==> config.mk <==
export PLATFORM = sky130hd
export DESIGN_NAME = join_number_flat
export DESIGN_NICKNAME = d
export VERILOG_FILES = /design/src/rtl/calc_pkg.sv /design/src/rtl/join_number_if.sv /design/src/rtl/mul10_add.sv /design/src/rtl/join_number.sv /design/src/flat_wrapper.sv
export SDC_FILE = /design/constraint.sdc
export NUM_CORES = 1
export LEC_CHECK = 0
export BUFFER_PORTS_ARGS = -buffer_cell sky130_fd_sc_hd__buf_2
export CELL_PAD_IN_SITES_DETAIL_PLACEMENT = 0
export CELL_PAD_IN_SITES_GLOBAL_PLACEMENT = 1
export CORE_MARGIN = 3
export CORE_UTILIZATION = 48
export CTS_BUF_LIST = sky130_fd_sc_hd__clkbuf_16
export CTS_CLUSTER_SIZE = 40
export DETAILED_ROUTE_END_ITERATION = 7
export PLACE_DENSITY_LB_ADDON = 0.05
export SETUP_SLACK_MARGIN = 0.4
export SLEW_MARGIN = 10
export SYNTH_ARGS = -nofsm -noshare
export SYNTH_HDL_FRONTEND = slang
export SYNTH_SLANG_ARGS = --single-unit
==> constraint.sdc <==
create_clock -name clk_i -period 9.05 [get_ports clk_i]
set_input_delay 0.905 -clock clk_i [delete_from_list [all_inputs] [get_ports clk_i]]
set_output_delay 0.905 -clock clk_i [all_outputs]
set_load 0.1 [all_outputs]
==> src/rtl/calc_pkg.sv <==
// Shared calculator definitions: digit/number types, conversion constants
// and the state encoding of the BCD-to-binary joiner.
package calc_pkg;

    localparam int NUM_DIGITS = 4;
    localparam int DIGIT_W    = 4;
    localparam int NUMBER_W   = 14;
    localparam int DIGIT_MAX  = 9;

    typedef logic [3:0]  digit_t;
    typedef logic [13:0] number_t;

    typedef enum logic [1:0] {
        IDLE    = 2'd0,
        CONVERT = 2'd1,
        DONE    = 2'd2
    } join_state_e;

endpackage

==> src/rtl/join_number_if.sv <==
// Handshake bundle between keypad/display logic, the BCD joiner and the
// calculator datapath.
//   digits_i/valid_i/ready_o : BCD digit input channel ([3]=thousands)
//   number_o/error_o/valid_o/ready_i : binary result channel
// master = producer/consumer side, slave = the converter.
interface join_number_if #(
    parameter int NUM_DIGITS = calc_pkg::NUM_DIGITS,
    parameter int DIGIT_W    = calc_pkg::DIGIT_W,
    parameter int NUMBER_W   = calc_pkg::NUMBER_W
);
    logic [DIGIT_W-1:0]  digits_i [NUM_DIGITS];
    logic                valid_i;
    logic                ready_o;
    logic [NUMBER_W-1:0] number_o;
    logic                error_o;
    logic                valid_o;
    logic                ready_i;

    modport master (
        output digits_i, valid_i, ready_i,
        input  ready_o, number_o, error_o, valid_o
    );

    modport slave (
        input  digits_i, valid_i, ready_i,
        output ready_o, number_o, error_o, valid_o
    );
endinterface

==> src/rtl/mul10_add.sv <==
// Combinational decimal fold step: sum_o = acc_i*10 + digit_i, truncated
// to NUMBER_W. The x10 is built from two shifts so no multiplier is needed.
//   acc_i   : running binary value
//   digit_i : next decimal digit (unsigned)
//   sum_o   : folded value
module mul10_add #(
    parameter int NUMBER_W = calc_pkg::NUMBER_W,
    parameter int DIGIT_W  = calc_pkg::DIGIT_W
) (
    input  logic [NUMBER_W-1:0] acc_i,
    input  logic [DIGIT_W-1:0]  digit_i,
    output logic [NUMBER_W-1:0] sum_o
);

    assign sum_o = (acc_i << 2'd3) + (acc_i << 1'd1) + NUMBER_W'(digit_i);

endmodule

==> src/rtl/join_number.sv <==
// Sequential BCD-to-binary converter. Accepts NUM_DIGITS BCD digits over a
// valid/ready handshake, folds them most-significant first at one digit per
// cycle and presents the binary result plus an invalid-digit flag over a
// second valid/ready handshake.
//   clk_i  : clock, rising edge
//   rst_ni : asynchronous active-low reset
//   bus    : join_number_if.slave (digit input and result output channels)
module join_number #(
    parameter int NUM_DIGITS = calc_pkg::NUM_DIGITS,
    parameter int DIGIT_W    = calc_pkg::DIGIT_W,
    parameter int NUMBER_W   = calc_pkg::NUMBER_W
) (
    input  logic          clk_i,
    input  logic          rst_ni,
    join_number_if.slave  bus
);
    import calc_pkg::*;

    localparam int IDX_W = (NUM_DIGITS > 1) ? $clog2(NUM_DIGITS) : 1;
    localparam logic [IDX_W-1:0] IDX_LAST = IDX_W'(NUM_DIGITS - 1);

    join_state_e         state_r;
    join_state_e         state_next_s;
    logic [DIGIT_W-1:0]  digits_r [NUM_DIGITS];
    logic [NUMBER_W-1:0] acc_r;
    logic [NUMBER_W-1:0] acc_next_s;
    logic [NUMBER_W-1:0] number_r;
    logic [IDX_W-1:0]    idx_r;
    logic                error_r;
    logic                valid_r;
    logic                bad_digit_s;
    logic                accept_s;
    logic                last_digit_s;

    // Flag the incoming digit set if any digit lies outside 0..9
    always_comb begin
        bad_digit_s = 1'b0;
        for (int i = 0; i < NUM_DIGITS; i++) begin
            bad_digit_s = bad_digit_s | (bus.digits_i[i] > DIGIT_W'(DIGIT_MAX));
        end
    end

    assign accept_s     = bus.valid_i && (state_r == IDLE);
    assign last_digit_s = (idx_r == {IDX_W{1'b0}});

    mul10_add #(
        .NUMBER_W (NUMBER_W),
        .DIGIT_W  (DIGIT_W)
    ) u_mul10_add (
        .acc_i   (acc_r),
        .digit_i (digits_r[idx_r]),
        .sum_o   (acc_next_s)
    );

    // State register
    always_ff @(posedge clk_i or negedge rst_ni) begin
        if (!rst_ni) begin
            state_r <= IDLE;
        end else begin
            state_r <= state_next_s;
        end
    end

    // Next-state logic: an invalid digit skips straight to DONE
    always_comb begin
        state_next_s = state_r;
        case (state_r)
            IDLE: begin
                if (accept_s) begin
                    state_next_s = bad_digit_s ? DONE : CONVERT;
                end else begin
                    state_next_s = IDLE;
                end
            end
            CONVERT: begin
                if (last_digit_s) begin
                    state_next_s = DONE;
                end else begin
                    state_next_s = CONVERT;
                end
            end
            DONE: begin
                if (bus.ready_i) begin
                    state_next_s = IDLE;
                end else begin
                    state_next_s = DONE;
                end
            end
            default: state_next_s = IDLE;
        endcase
    end

    // Datapath: digit capture, accumulation and registered result outputs
    always_ff @(posedge clk_i or negedge rst_ni) begin
        if (!rst_ni) begin
            for (int i = 0; i < NUM_DIGITS; i++) begin
                digits_r[i] <= {DIGIT_W{1'b0}};
            end
            acc_r    <= {NUMBER_W{1'b0}};
            idx_r    <= {IDX_W{1'b0}};
            number_r <= {NUMBER_W{1'b0}};
            error_r  <= 1'b0;
            valid_r  <= 1'b0;
        end else begin
            case (state_r)
                IDLE: begin
                    if (accept_s) begin
                        digits_r <= bus.digits_i;
                        acc_r    <= {NUMBER_W{1'b0}};
                        idx_r    <= IDX_LAST;
                        error_r  <= bad_digit_s;
                        if (bad_digit_s) begin
                            number_r <= {NUMBER_W{1'b0}};
                            valid_r  <= 1'b1;
                        end
                    end
                end
                CONVERT: begin
                    acc_r <= acc_next_s;
                    if (last_digit_s) begin
                        number_r <= acc_next_s;
                        valid_r  <= 1'b1;
                    end else begin
                        idx_r <= idx_r - 1'b1;
                    end
                end
                DONE: begin
                    // number_r/error_r stay as they are; only valid drops
                    if (bus.ready_i) begin
                        valid_r <= 1'b0;
                    end
                end
                default: begin
                    valid_r <= 1'b0;
                end
            endcase
        end
    end

    assign bus.ready_o  = (state_r == IDLE);
    assign bus.number_o = number_r;
    assign bus.error_o  = error_r;
    assign bus.valid_o  = valid_r;

endmodule

==> src/flat_wrapper.sv <==
// flat-port wrapper written by rule: the top's interface ports become plain ports
module join_number_flat import calc_pkg::*;
#(
    parameter int NUM_DIGITS = calc_pkg::NUM_DIGITS,
    parameter int DIGIT_W    = calc_pkg::DIGIT_W,
    parameter int NUMBER_W   = calc_pkg::NUMBER_W
)
  (clk_i, rst_ni, bus_digits_i, bus_valid_i, bus_ready_i, bus_ready_o, bus_number_o, bus_error_o, bus_valid_o);
  join_number_if #(.NUM_DIGITS(NUM_DIGITS), .DIGIT_W(DIGIT_W), .NUMBER_W(NUMBER_W)) bus_i ();
  input  logic clk_i;
  input  logic rst_ni;
  input wire logic [$bits(bus_i.digits_i)-1:0] bus_digits_i;
  input wire logic [$bits(bus_i.valid_i)-1:0] bus_valid_i;
  input wire logic [$bits(bus_i.ready_i)-1:0] bus_ready_i;
  output wire logic [$bits(bus_i.ready_o)-1:0] bus_ready_o;
  output wire logic [$bits(bus_i.number_o)-1:0] bus_number_o;
  output wire logic [$bits(bus_i.error_o)-1:0] bus_error_o;
  output wire logic [$bits(bus_i.valid_o)-1:0] bus_valid_o;
  assign bus_i.digits_i = {>>{bus_digits_i}};
  assign bus_i.valid_i = bus_valid_i;
  assign bus_i.ready_i = bus_ready_i;
  assign bus_ready_o = bus_i.ready_o;
  assign bus_number_o = bus_i.number_o;
  assign bus_error_o = bus_i.error_o;
  assign bus_valid_o = bus_i.valid_o;
  join_number #(.NUM_DIGITS(NUM_DIGITS), .DIGIT_W(DIGIT_W), .NUMBER_W(NUMBER_W)) u_core (.clk_i(clk_i), .rst_ni(rst_ni), .bus(bus_i));
endmodule
* Word level (Yosys, flattened, before mapping)
Cells that the tools add are included.
** Operators by class
- Reduce and logical (&&, ||, !) cells :: 9
- Add/subtract/negate cells :: 3
- Bitwise gates (word level) :: 4
- Multiplexer cells :: 22
- Equal/unequal tests :: 7
- $lt $le $gt $ge :: 5
** Operators with widths (count)
- $mux 14 :: 3
- $pmux 14 s2 :: 1
- $pmux 13 s2 :: 1
- $gt 4x4->1 const B :: 4
- $add 14x14->14 :: 1
- $add 14x4->14 :: 1
- $mux 13 :: 1
- $mux 2 :: 6
- $bmux 4 s2 :: 1
- $mux 4 :: 2
- $reduce_and 4->1 :: 2
- $ne 2x1->1 const B :: 3
- $pmux 2 s3 :: 1
- $logic_not 2->1 :: 2
- $mux 1 :: 4
- $ne 2x2->1 const B :: 2
- $pmux 2 s2 :: 1
- $reduce_and 2->1 :: 2
- $ge 3x3->1 const B :: 1
- $not 2->3 :: 1
- $or 1x1->1 :: 3
- $pmux 1 s3 :: 1
- $reduce_and 3->1 :: 1
- $eq 2x1->1 const B :: 1
- 4 further kinds :: 4
** Storage, ports and cells
- Input bits :: 20
- Output and inout bits :: 17
- Flip-flop bits (word level) :: 49
- Logic and storage cells :: 60

* Logic depth before layout (Yosys ltp)
Gate-level depths: netlist of the first run.
- Word-level depth :: 7
- Mapped depth :: 11
- Mapped depth without buffers :: 10

* By module
Synthesis of the first run repeated with hierarchy kept, for this count alone.
** Second synthesis, totals
- Cells, all modules :: 255
- Area, all modules :: 2808.9 µm²
** Modules (own cells, without submodules)
- join_number :: instances 1, area an instance 2153.3 µm², cells each 180, sequential area each 1251.2 µm²
- mul10_add :: instances 1, area an instance 655.6 µm², cells each 75, sequential area each 0.0 µm²

* Worst setup path before layout of the first run
No wires, ideal clock.
- Path type :: register to register
- Start :: register u_core.idx_r[0]
- End :: register u_core.acc_r[9]
- Setup time :: 0.069 ns
- Clock period less this slack :: 3.124 ns
- Arrival time :: 3.055 ns
- Data required time :: 8.981 ns
- Slack :: 5.926 ns
- Path buffers :: 1
- Cell stages (with the launch flop) :: 12
- Cells stage by stage :: dfrtp_1 -> clkbuf_1 -> mux4_2 -> inv_1 -> fa_1 -> inv_1 -> ha_1 -> a21o_1 -> and4_1 -> o21a_1 -> or4_1 -> nand3b_1
** On the way
- Longest elaborated chain between the ends :: 6
** Ends and longest elaborated chain
- start, declared :: line join_number.sv:28 : logic [IDX_W-1:0] idx_r;
- start signal, assigned :: line join_number.sv:100 : idx_r <= {IDX_W{1'b0}};
- start signal, assigned :: line join_number.sv:124 : idx_r <= idx_r - 1'b1;
- $not 2->3 (not written as such) :: line join_number.sv:51 : .digit_i (digits_r[idx_r]),
- $bmux 4 s2 :: line join_number.sv:51
- $mux 4 (not written as such) (2 in a row) :: line join_number.sv:51
- $add 14x4->14 :: line mul10_add.sv:15 : assign sum_o = (acc_i << 2'd3) + (acc_i << 1'd1) + NUMBER_W'(digit_i);
- $pmux 13 s2 :: line join_number.sv:105 : case (state_r)
- end signal, assigned :: line join_number.sv:99 : acc_r <= {NUMBER_W{1'b0}};
- end signal, assigned :: line join_number.sv:109 : acc_r <= {NUMBER_W{1'b0}};
- end signal, assigned :: line join_number.sv:119 : acc_r <= acc_next_s;
- end, declared :: line join_number.sv:25 : logic [NUMBER_W-1:0] acc_r;
Every way passes these cells. The select of a mux whose other input is x is not followed.
A chain may end at the register's enable or synchronous reset.

* Final worst setup path of the first run
- Start :: register u_core.idx_r[0]
- End :: register u_core.acc_r[10]
Same word-level chain as after synthesis.

==> flow_summary.toml, run 1 <==
[run]
max-cap-violations = 0

[clock_tree]
cts_setup_buffers = 0
postCtsResizedCells = 0
clkTransAtPathRegs_ps = 70
cts_buffer_depth = 2
cts_buffers = 5
htreeDepth = 2
cts.hold.buffers_added = 0
cts_sinks = 49
cts_tree = "yes"
clock_latency_ps = 290
cts_root_buffer = "clkbuf_16"

[routing]
drt_iter0_markers = 129
vias = 2024
via_per_inst = 5.485
wl_mm = 5.873
drc = 0
drtPass1Iterations = 4
post_drt_wl_per_cell_um = 15.92
ant_nets = 0

[critical_path]
cp_max_fo = 7
crit_path_top_delay_cell = "dfrtp_1"
max_stage_delay_ps = 550
required_ps = 9230
critPathTopFamily = "adder cells"
cp-end-kind = "flop"
worstPathArrival_ps = 3410
critPathKind = "reg -> reg"
crit_chain = "mux4_2, inv_1, fa_1, fa_1, nor2b_1, o2111ai_1, a31oi_1, o21ai_0, a32o_1"
start_kind = "flop"
crit_top_cell = "fa_1"
cp_num_buf_inv = 1

[finish]
fin_cells = 369
final_nets = 343
diodes = 0
final_area_um2 = 3123
area_delta_synth_final_pct = 14.39
drive_above_1_share_pct = 22.41

[logic_synthesis]
synth_cell_types = 49
ys_warn_count = 0
synth_area_per_cell_um2 = 10.42
ys_ff_latch = 49
async_flop_share_pct = 100.0
yosysSeqAreaShare_pct = 44.91
synth_edf_count = 0
synthCells = 262
syn_area_um2 = 2730
syn_nets = 307
synth_flop_cell = "dfrtp_1"

[floorplan]
die_y_um = 81.42
initial_utilization_pct = 51.49
fp-row-count = 26
chipWidth_um = 81.42
core_area_um2 = 5303
ios = 37
die_area_um2 = 6628

[sta]
worst_pin_slew_ps = 1153
setup_violations = 0
period_share_pct = 35.74
fin_tns_setup_ps = 0
fmax_mhz = 309.2
fin_skew_ps = 6.819
max_slew_margin_pct = 22.94
timing.final.crit_period_ps = 3235
hold_viol = 0
drv_slew = 0
grt_setup_unrepaired = "false"
worst_slack_ps = 5815

[placed_design]
port_buffers = 36
place_inst = 361
placed_area_um2 = 2977
preCtsSetupSlack_ps = 5865
post-dp-hpwl_mm = 4.318
finalWeightedCongestion = 0.8277

[power_and_ir_drop]
p_total_mw = 1.004
peakVddDrop_uv = 206.4
power.leakage_nw = 1.568
p_per_area_nw_per_um2 = 321.3

[global_route]
grt_pass1_vias = 1922
grt_max_degree = 50
grt_util_all_layers_pct = 19.65
grt_overflow = 0
grt_antenna_before_repair = 0
grt_pass1_wl_mm = 9.839

[status]
status = "completed"

[hold_path]
hp-class = "reg -> reg"
[through the flow]
step	util [%]	hold slack (ps)
2_1_floorplan	-	452.4
3_3_place_gp	56.14	453.5
3_5_place_dp	56.14	461.3
4_1_cts	58.90	478.9
5_1_grt	58.90	491.4
6_report	58.90	475.6
[final timing paths]
kind                                                     from                                  to  slack [ps]  cells after the start
setup reg to reg                  u_core.idx_r[0]$_DFFE_PN0P_        u_core.acc_r[10]$_DFFE_PN0P_        5820                      9
max in group asynchronous                              rst_ni  u_core.bus.number_o[4]$_DFFE_PN0P_        7920                      2
hold / removal             u_core.bus.number_o[0]$_DFFE_PN0P_  u_core.bus.number_o[0]$_DFFE_PN0P_         480                      2
hold reg to reg            u_core.bus.number_o[0]$_DFFE_PN0P_  u_core.bus.number_o[0]$_DFFE_PN0P_         480                      2
setup / recovery                  u_core.idx_r[0]$_DFFE_PN0P_        u_core.acc_r[10]$_DFFE_PN0P_        5820                      9
min in group asynchronous                              rst_ni      u_core.bus.valid_o$_DFFE_PN0P_         710                      2
[Yosys cell counts, types with 2 or more instances]
cell type	instances	area, um2
nor3_1	3	15.01
nor2b_1	2	12.51
o21ai_1	4	20.02
ha_1	23	287.8
nand2_1	40	150.1
clkbuf_1	5	18.77
xnor2_1	4	35.03
mux2_1	4	45.04
a21oi_1	6	30.03
or2_2	2	12.51
and3_1	2	12.51
a22oi_1	2	15.01
a32o_1	2	20.02
o2111ai_1	2	17.52
nand2b_1	6	37.54
and4_1	2	17.52
o21ai_0	21	105.1
o31ai_1	7	52.55
fa_1	2	40.04
mux4_2	4	90.09
buf_2	4	20.02
nor2_1	12	45.04
nand3b_1	2	15.01
nand3_1	4	20.02
mux2_2	13	146.4
dfrtp_1	49	1226
a21o_1	3	22.52
inv_1	11	41.29
[per-layer routing]
| metal | up-vias | global-route usage (%) | routed length (um) |
|---|---|---|---|
| li1 | 1011 | - | - |
| met3 | 5 | 3.180 | 189 |
| met1 | 972 | 28.03 | 2928 |
| met2 | 36 | 31.43 | 2703 |
| met5 | - | 0 | 0 |
| met4 | 0 | 4.730 | 52 |
[worst min-delay path, cell delays in order (launching register included)]
cell     delay, ps
dfrtp_1        340
nand2_1         40
o21ai_0         60
[state kept, by name (all words and copies together) (netlist names)]
register and count:
u_core.digits_r 16, u_core.bus.number_o 14, u_core.acc_r 13, u_core.idx_r 2
u_core.state_r 2, u_core.bus.error_o 1, u_core.bus.valid_o 1
[layout by cell type, fill, tap and decap left out, drive strengths merged, types with 3 or more instances in the layout]
master / n
nor2: 12
o31ai: 7
a21o: 3
buf: 39
mux2: 17
nand3: 4
o21ai: 25
nand2: 40
ha: 23
clkbuf: 5
inv: 12
xnor2: 4
or2: 3
nor3: 3
mux4: 4
dfrtp: 49
nand2b: 6
a21oi: 7
[where the power goes]
part	internal (mW)	leakage, nW	switching [mW]	total, mW
clock	0.103	0.0718	0.0826	0.186
sequential	0.291	0.626	0.0565	0.347
combinational	0.171	0.870	0.300	0.471
total	0.565	1.57	0.439	1.00
[logic make-up (layout without fill, tap and decap cells)]
logic type	Yosys count	in the layout	share of synthesized area, %
flops	49	49	44.91
simple gates	83	83	14.35
xor+xnor	5	5	1.604
compound gates	58	58	13.70
buf+inv	21	58	3.116
mux	21	21	10.31
fa+ha+maj	25	25	12.01
[layout make-up]
| class | count | area [um2] |
|---|---|---|
| fillers | 465 | 2180 |
| multi-input cells | 192 | 1419 |
| flip-flops and latches | 49 | 1226 |
| repair buffers | 39 | 202.7 |
| clock buffers | 5 | 125.1 |
| well taps | 70 | 87.58 |
| inverters | 11 | 41.29 |
| clock inverters | 3 | 21.27 |
No activity file was read; power rests on OpenSTA's default activity.
==> inputs of run 2 (changes only) <==
ABC_AREA = 1   (was default)
CORE_UTILIZATION = 39   (was 48)
clock period = 2.86 ns   (was 9.05 ns; I/O delays follow)
==> run 2 against run 1 <==
Against the previous run: combinational power increased to 3.7 times the previous value; register-to-register slack got worse by 5400 ps; critical path depth increased by 4; clock power increased to 3.3 times the previous value; sequential cell count unchanged; sequential share of layout area decreased by 4.5 points; critical endpoint is now u_core.bus.number_o[11]$_DFFE_PN0P_.
==> flow_summary.toml, run 2 <==
[status]
status = "completed"

[clock_tree]
cts_sinks = 49
clock_latency_ps = 290
cts.hold.buffers_added = 0
cts_tree = "yes"
cts_buffer_depth = 2
clkTransAtPathRegs_ps = 70
htreeDepth = 2
cts_buffers = 5
cts_root_buffer = "clkbuf_16"

[critical_path]
worstPathArrival_ps = 2650
crit_path_top_delay_cell = "fa_1"
required_ps = 3050
critPathKind = "reg -> reg"
max_stage_delay_ps = 560
cp-end-kind = "flop"
cp_max_fo = 8
cp_num_buf_inv = 2
crit_chain = "inv_4, nand2_2, a32o_2, fa_1, inv_2, ha_4, nand2_2, nor2_1, nand3_1, nand3_1, nand2_1, nand4_1, nand2_1"
start_kind = "flop"
critPathTopFamily = "adder cells"

[routing]
ant_nets = 0
drc = 0
drt_iter0_markers = 74
vias = 2481
wl_mm = 7.125
post_drt_wl_per_cell_um = 13.73
drtPass1Iterations = 5
via_per_inst = 4.780

[logic_synthesis]
syn_nets = 424
synthCells = 379
synth_edf_count = 0
synth.top_cells.by_count = "139 x nand2_1, 49 x dfrtp_1, 40 x inv_1"
async_flop_share_pct = 100.0
synth_top_area_share_pct = 41.83
synth_flop_cell = "dfrtp_1"
yosysMostFrequentCell = "nand2_1"
yosysSeqAreaShare_pct = 41.83
synth_area_per_cell_um2 = 7.735
ys_warn_count = 0
synth_cell_types = 30
yosys-top-cells-area = "dfrtp_1 42%, nand2_1 18%, ha_1 9.8%"
ys_ff_latch = 49
yosysTopAreaCell = "dfrtp_1"
syn_area_um2 = 2932

[finish]
largest-register = "u_core.digits_r"
fin_cells = 519
drive_above_1_share_pct = 23.17
utilization_pct = 49.98
largest_reg_flops = 16
layout_commonest_cell = "nand2_1"
nFillCells = 755
area_delta_synth_final_pct = 20.32
final_nets = 467
diodes = 0
layout_common_cells = "133 x nand2_1, 48 x dfrtp_1, 36 x inv_1, 36 x buf_2, 30 x nor2_1"

[placed_design]
port_buffers = 36
finalWeightedCongestion = 0.8362
place_inst = 504
post-dp-hpwl_mm = 5.337

[sta]
setup_violations = 0
max_slew_margin_pct = 58.11
drv_slew = 0
fin_tns_setup_ps = 0
period_share_pct = 86.06
fmax_mhz = 406.3
worst_pin_slew_ps = 628.4
hold_viol = 0
timing.final.crit_period_ps = 2461
fin_skew_ps = 4.716
grt_setup_unrepaired = "true"

[run]
max-cap-violations = 0

[global_route]
grt_pass1_vias = 2320
grt_overflow = 0
grt_antenna_before_repair = 0
grt_max_degree = 50
grt_pass1_wl_mm = 11.81
grt_util_all_layers_pct = 17.48

[hold_path]
hp-class = "in -> async"

[floorplan]
fp-row-count = 30
die_area_um2 = 8593
initial_utilization_pct = 41.54
die_y_um = 92.70
chipWidth_um = 92.70
core_area_um2 = 7057
ios = 37

[power_and_ir_drop]
p_per_area_nw_per_um2 = 967.7
power.leakage_nw = 1.962
peakVddDrop_uv = 579.8
run 2: changes by cell type after synthesis, sizes merged, moves of 4 or more:
cell / delta
nand3: +16
buf: +4
nor2: +22
nand2b: -6
nand2: +103
mux4: -4
nand4: +4
inv: +32
o31ai: -7
mux2: -17
clkbuf: -5
run 2: layout make-up:
class	count	area [um2]	area share, %
Timing Repair Buffer	45	247.7	7.024
Inverter	43	168.9	4.789
Sequential cell	49	1227	34.80
Clock buffer	5	125.1	3.547
Clock inverter	3	26.28	0.7449
Tap cell	96	120.1	3.405
Multi-Input combinational cell	278	1612	45.69
run 2: final timing paths:
| path | from | depth (start not counted) | end | slack [ps] |
|---|---|---|---|---|
| min | rst_ni | 2 | u_core.bus.number_o[9]$_DFFE_PN0P_ | 80 |
| min reg2reg | u_core.bus.valid_o$_DFFE_PN0P_ | 2 | u_core.bus.valid_o$_DFFE_PN0P_ | 470 |
| max reg2reg | u_core.idx_r[0]$_DFFE_PN0P_ | 13 | u_core.bus.number_o[11]$_DFFE_PN0P_ | 400 |
| max | u_core.idx_r[0]$_DFFE_PN0P_ | 13 | u_core.bus.number_o[11]$_DFFE_PN0P_ | 400 |
| max in group asynchronous | rst_ni | 2 | u_core.idx_r[0]$_DFFE_PN0P_ | 2310 |
| min in group clk_i | bus_digits_i[8] | 3 | u_core.digits_r[8]$_DFFE_PN0P_ | 190 |
run 2: kinds of logic (layout without fill, tap and decap cells):
kind of cell             after synthesis  after routing  share of synthesized area (%)
adder cells (fa/ha/maj)               25             25                          11.18
flip-flops                            49             49                          41.83
XOR/XNOR                               2              2                         0.5976
buffers and inverters                 52             96                          7.597
AO/OA/AOI/OAI                         42             42                          8.579
AND/OR/NAND/NOR                      209            209                          30.22
run 2: stage by stage:
stage | instance area, um2 | hold slack (ps) | power [mW] | setup WS (ps)
floorplan | 2955 | -9.591 | 2.264 | 389.6
detailed placement | 3206 | 442.0 | 2.599 | 227.3
global placement | 3206 | 437.7 | 2.599 | 267.8
global route | 3527 | 141.3 | 3.677 | 274.3
finish | 3527 | 75.35 | 3.413 | 398.8
CTS | 3421 | 130.6 | 3.310 | 410.7
run 2: routing by layer:
| layer | wire [um] | vias up | track usage [%] |
|---|---|---|---|
| li1 | - | 1290 | - |
| met1 | 3575 | 1146 | 25.28 |
| met2 | 3207 | 41 | 27.31 |
| met3 | 293 | 4 | 3.087 |
| met4 | 49 | 0 | 4.029 |
| met5 | 0 | - | 0 |
run 2: power breakdown:
part / internal, mW / switching (mW) / total (mW)
combinational: 0.577 / 1.14 / 1.72
clock: 0.331 / 0.282 / 0.613
sequential: 0.907 / 0.174 / 1.08
total: 1.81 / 1.60 / 3.41
run 2: repair_timing:
action	4_1_cts	5_1_grt
buffers inserted	5	2
resized for setup	6	23
endpoints found under the hold margin	0	0
pin swaps	4	19
endpoints found under the setup margin	16	19
==> inputs of run 3 (changes only) <==
ABC_CLOCK_PERIOD_IN_PS = 2600   (was default)
CORE_UTILIZATION = 43   (was 39)
clock period = 2.6 ns   (was 2.86 ns; I/O delays follow)
==> run 3 against run 2 <==
Against the previous run: the flow now finishes with violations (negative hold slack); sequential power rose by 10%; cell area is 1.6% higher; critical path depth fell by 1; combinational power up 13%; via count rose by 1.1%; sequential share of layout area fell by 0.53 points; clock skew down 2.4 ps; die area decreased by 8.7%; routed wire length up 0.17%; clock power increased by 23%; critical path type unchanged; critical endpoint is now u_core.bus.number_o[10]$_DFFE_PN0P_; largest power group unchanged.
==> flow_summary.toml, run 3 (same netlist as run 2, synthesis figures left out) <==
[floorplan]
ios = 37
chipWidth_um = 88.57
die_y_um = 88.57
core_area_um2 = 6495
fp-row-count = 29
initial_utilization_pct = 45.14
die_area_um2 = 7845

[sta]
fin_skew_ps = 2.333
timing.final.crit_period_ps = 2466
hold_slack_ps = -10.66
hold_viol = 24
worst_pin_slew_ps = 634.7
setup_violations = 0
grt_setup_unrepaired = "true"
max_slew_margin_pct = 57.69
fmax_mhz = 405.5
period_share_pct = 94.86
fin_tns_setup_ps = 0
drv_slew = 0

[hold_path]
hp-class = "in -> async"

[global_route]
grt_overflow = 0
grt_pass1_wl_mm = 11.99
grt_util_all_layers_pct = 20.12
grt_max_degree = 26
grt_antenna_before_repair = 0
grt_pass1_vias = 2512

[clock_tree]
cts_root_buffer = "clkbuf_16"
cts_sinks = 49
clock_latency_ps = 290
cts_buffer_depth = 2
cts.hold.buffers_added = 0
cts_buffers = 5
htreeDepth = 2
cts_tree = "yes"
clkTransAtPathRegs_ps = 70

[critical_path]
start_kind = "flop"
worstPathArrival_ps = 2690
reg2reg_to = "u_core.bus.number_o[10]$_DFFE_PN0P_"
cp-end-kind = "flop"
r2r_slack_ps = 130
critPathKind = "reg -> reg"
max_stage_delay_ps = 470
crit_chain = "buf_4, a21oi_1, a32o_2, fa_2, fa_2, inv_2, nand3_1, nand3_2, nand2_2, nand3b_1, nand3_2, o21ai_2"
cp_max_fo = 5
required_ps = 2820
crit_start = "u_core.idx_r[0]$_DFFE_PN0P_"
regToRegStartpoint = "u_core.idx_r[0]$_DFFE_PN0P_"
reg2reg_depth = 12
crit_path_top_delay_cell = "fa_2"
crit_end = "u_core.bus.number_o[10]$_DFFE_PN0P_"

[finish]
drive_above_1_share_pct = 25.47
layout_commonest_cell = "nand2_1"
diodes = 0
final_nets = 468
area_delta_synth_final_pct = 22.19
largest_reg_flops = 16
seq_area_um2 = 1227
largest-register = "u_core.digits_r"
nFillCells = 638
multi_input_area_um2 = 1645
layout_common_cells = "131 x nand2_1, 48 x dfrtp_1, 36 x inv_1, 36 x buf_2, 31 x nor2_1"

[power_and_ir_drop]
peakVddDrop_uv = 486.9
p_per_area_nw_per_um2 = 1085
p_total_mw = 3.886
power.leakage_nw = 2.006

[placed_design]
post-dp-hpwl_mm = 5.454
finalWeightedCongestion = 0.8205
port_buffers = 36

[routing]
vias = 2509
drt_iter0_markers = 85
drtPass1Iterations = 4
ant_nets = 0
post_drt_wl_per_cell_um = 14.25
via_per_inst = 5.008
wl_mm = 7.137
drc = 0

[status]
violations = "negative hold slack"
status = "complete, but fails checks"

[run]
max-cap-violations = 0
[run 3: cell types whose count changed in the layout (fill, tap and decap cells not counted), sizes merged]
cell and change:
buf +1, clkinvlp -2, clkinv +1, bufinv +1
[run 3: per-stage QoR]
| stage | cells | util (%) | setup WS [ps] | instance area [um2] |
|---|---|---|---|---|
| 4_1_cts | 498 | 53.52 | 217.4 | 3476 |
| 3_5_place_dp | 486 | 49.70 | 4.696 | 3228 |
| 3_3_place_gp | 486 | 49.70 | 47.33 | 3228 |
| 2_1_floorplan | 379 | - | 189.1 | 2985 |
| 5_1_grt | 501 | 55.15 | 7.761 | 3582 |
| 6_report | 501 | 55.15 | 133.7 | 3582 |
[run 3: how the worst min path moves through the flow]
stage / endpoint / from / slack (ps)
finish: u_core.acc_r[6]$_DFFE_PN0P_ / rst_ni / -10
global route: u_core.acc_r[4]$_DFFE_PN0P_ / rst_ni / 40
CTS: u_core.acc_r[8]$_DFFE_PN0P_ / rst_ni / 4
detailed placement: u_core.acc_r[8]$_DFFE_PN0P_ / rst_ni / 320
global placement: u_core.acc_r[6]$_DFFE_PN0P_ / rst_ni / 320
floorplan: u_core.acc_r[0]$_DFFE_PN0P_ / rst_ni / -40
[run 3: cell type report]
cell class	count	area share, %
timing repair buffer	46	7.684
sequential	49	34.26
clock inverter	3	1.222
multi-input combinational	278	45.93
tap	77	2.689
inverter	43	4.715
clock buffer	5	3.493
[run 3: critical path, delay by kind of cell, from the launching register on]
family                   cells  cell delay (ps)
AND/OR/NAND/NOR              5              430
flip-flops                   1              450
adder cells (fa/ha/maj)      2              850
buffers and inverters        2              240
AO/OA/AOI/OAI                3              430
[run 3: what timing repair did]
item,in CTS,in global routing
endpoints found under the setup margin,21,21
setup buffers,4,3
pin swaps,8,16
resized for setup,19,21
[run 3: per-layer routing]
layer	share of wire [%]	vias to the layer above	global-route usage (%)
met3	2.8	11	3.631
met4	2.3	0	6.319
met5	0	-	0
li1	-	1303	-
met2	53	37	37.12
met1	42	1158	23.55
[run 3: power by group]
part	leakage [nW]	switching, mW	internal [mW]
sequential	0.638	0.191	0.998
combinational	1.28	1.27	0.665
clock	0.0842	0.301	0.456
total	2.01	1.77	2.12
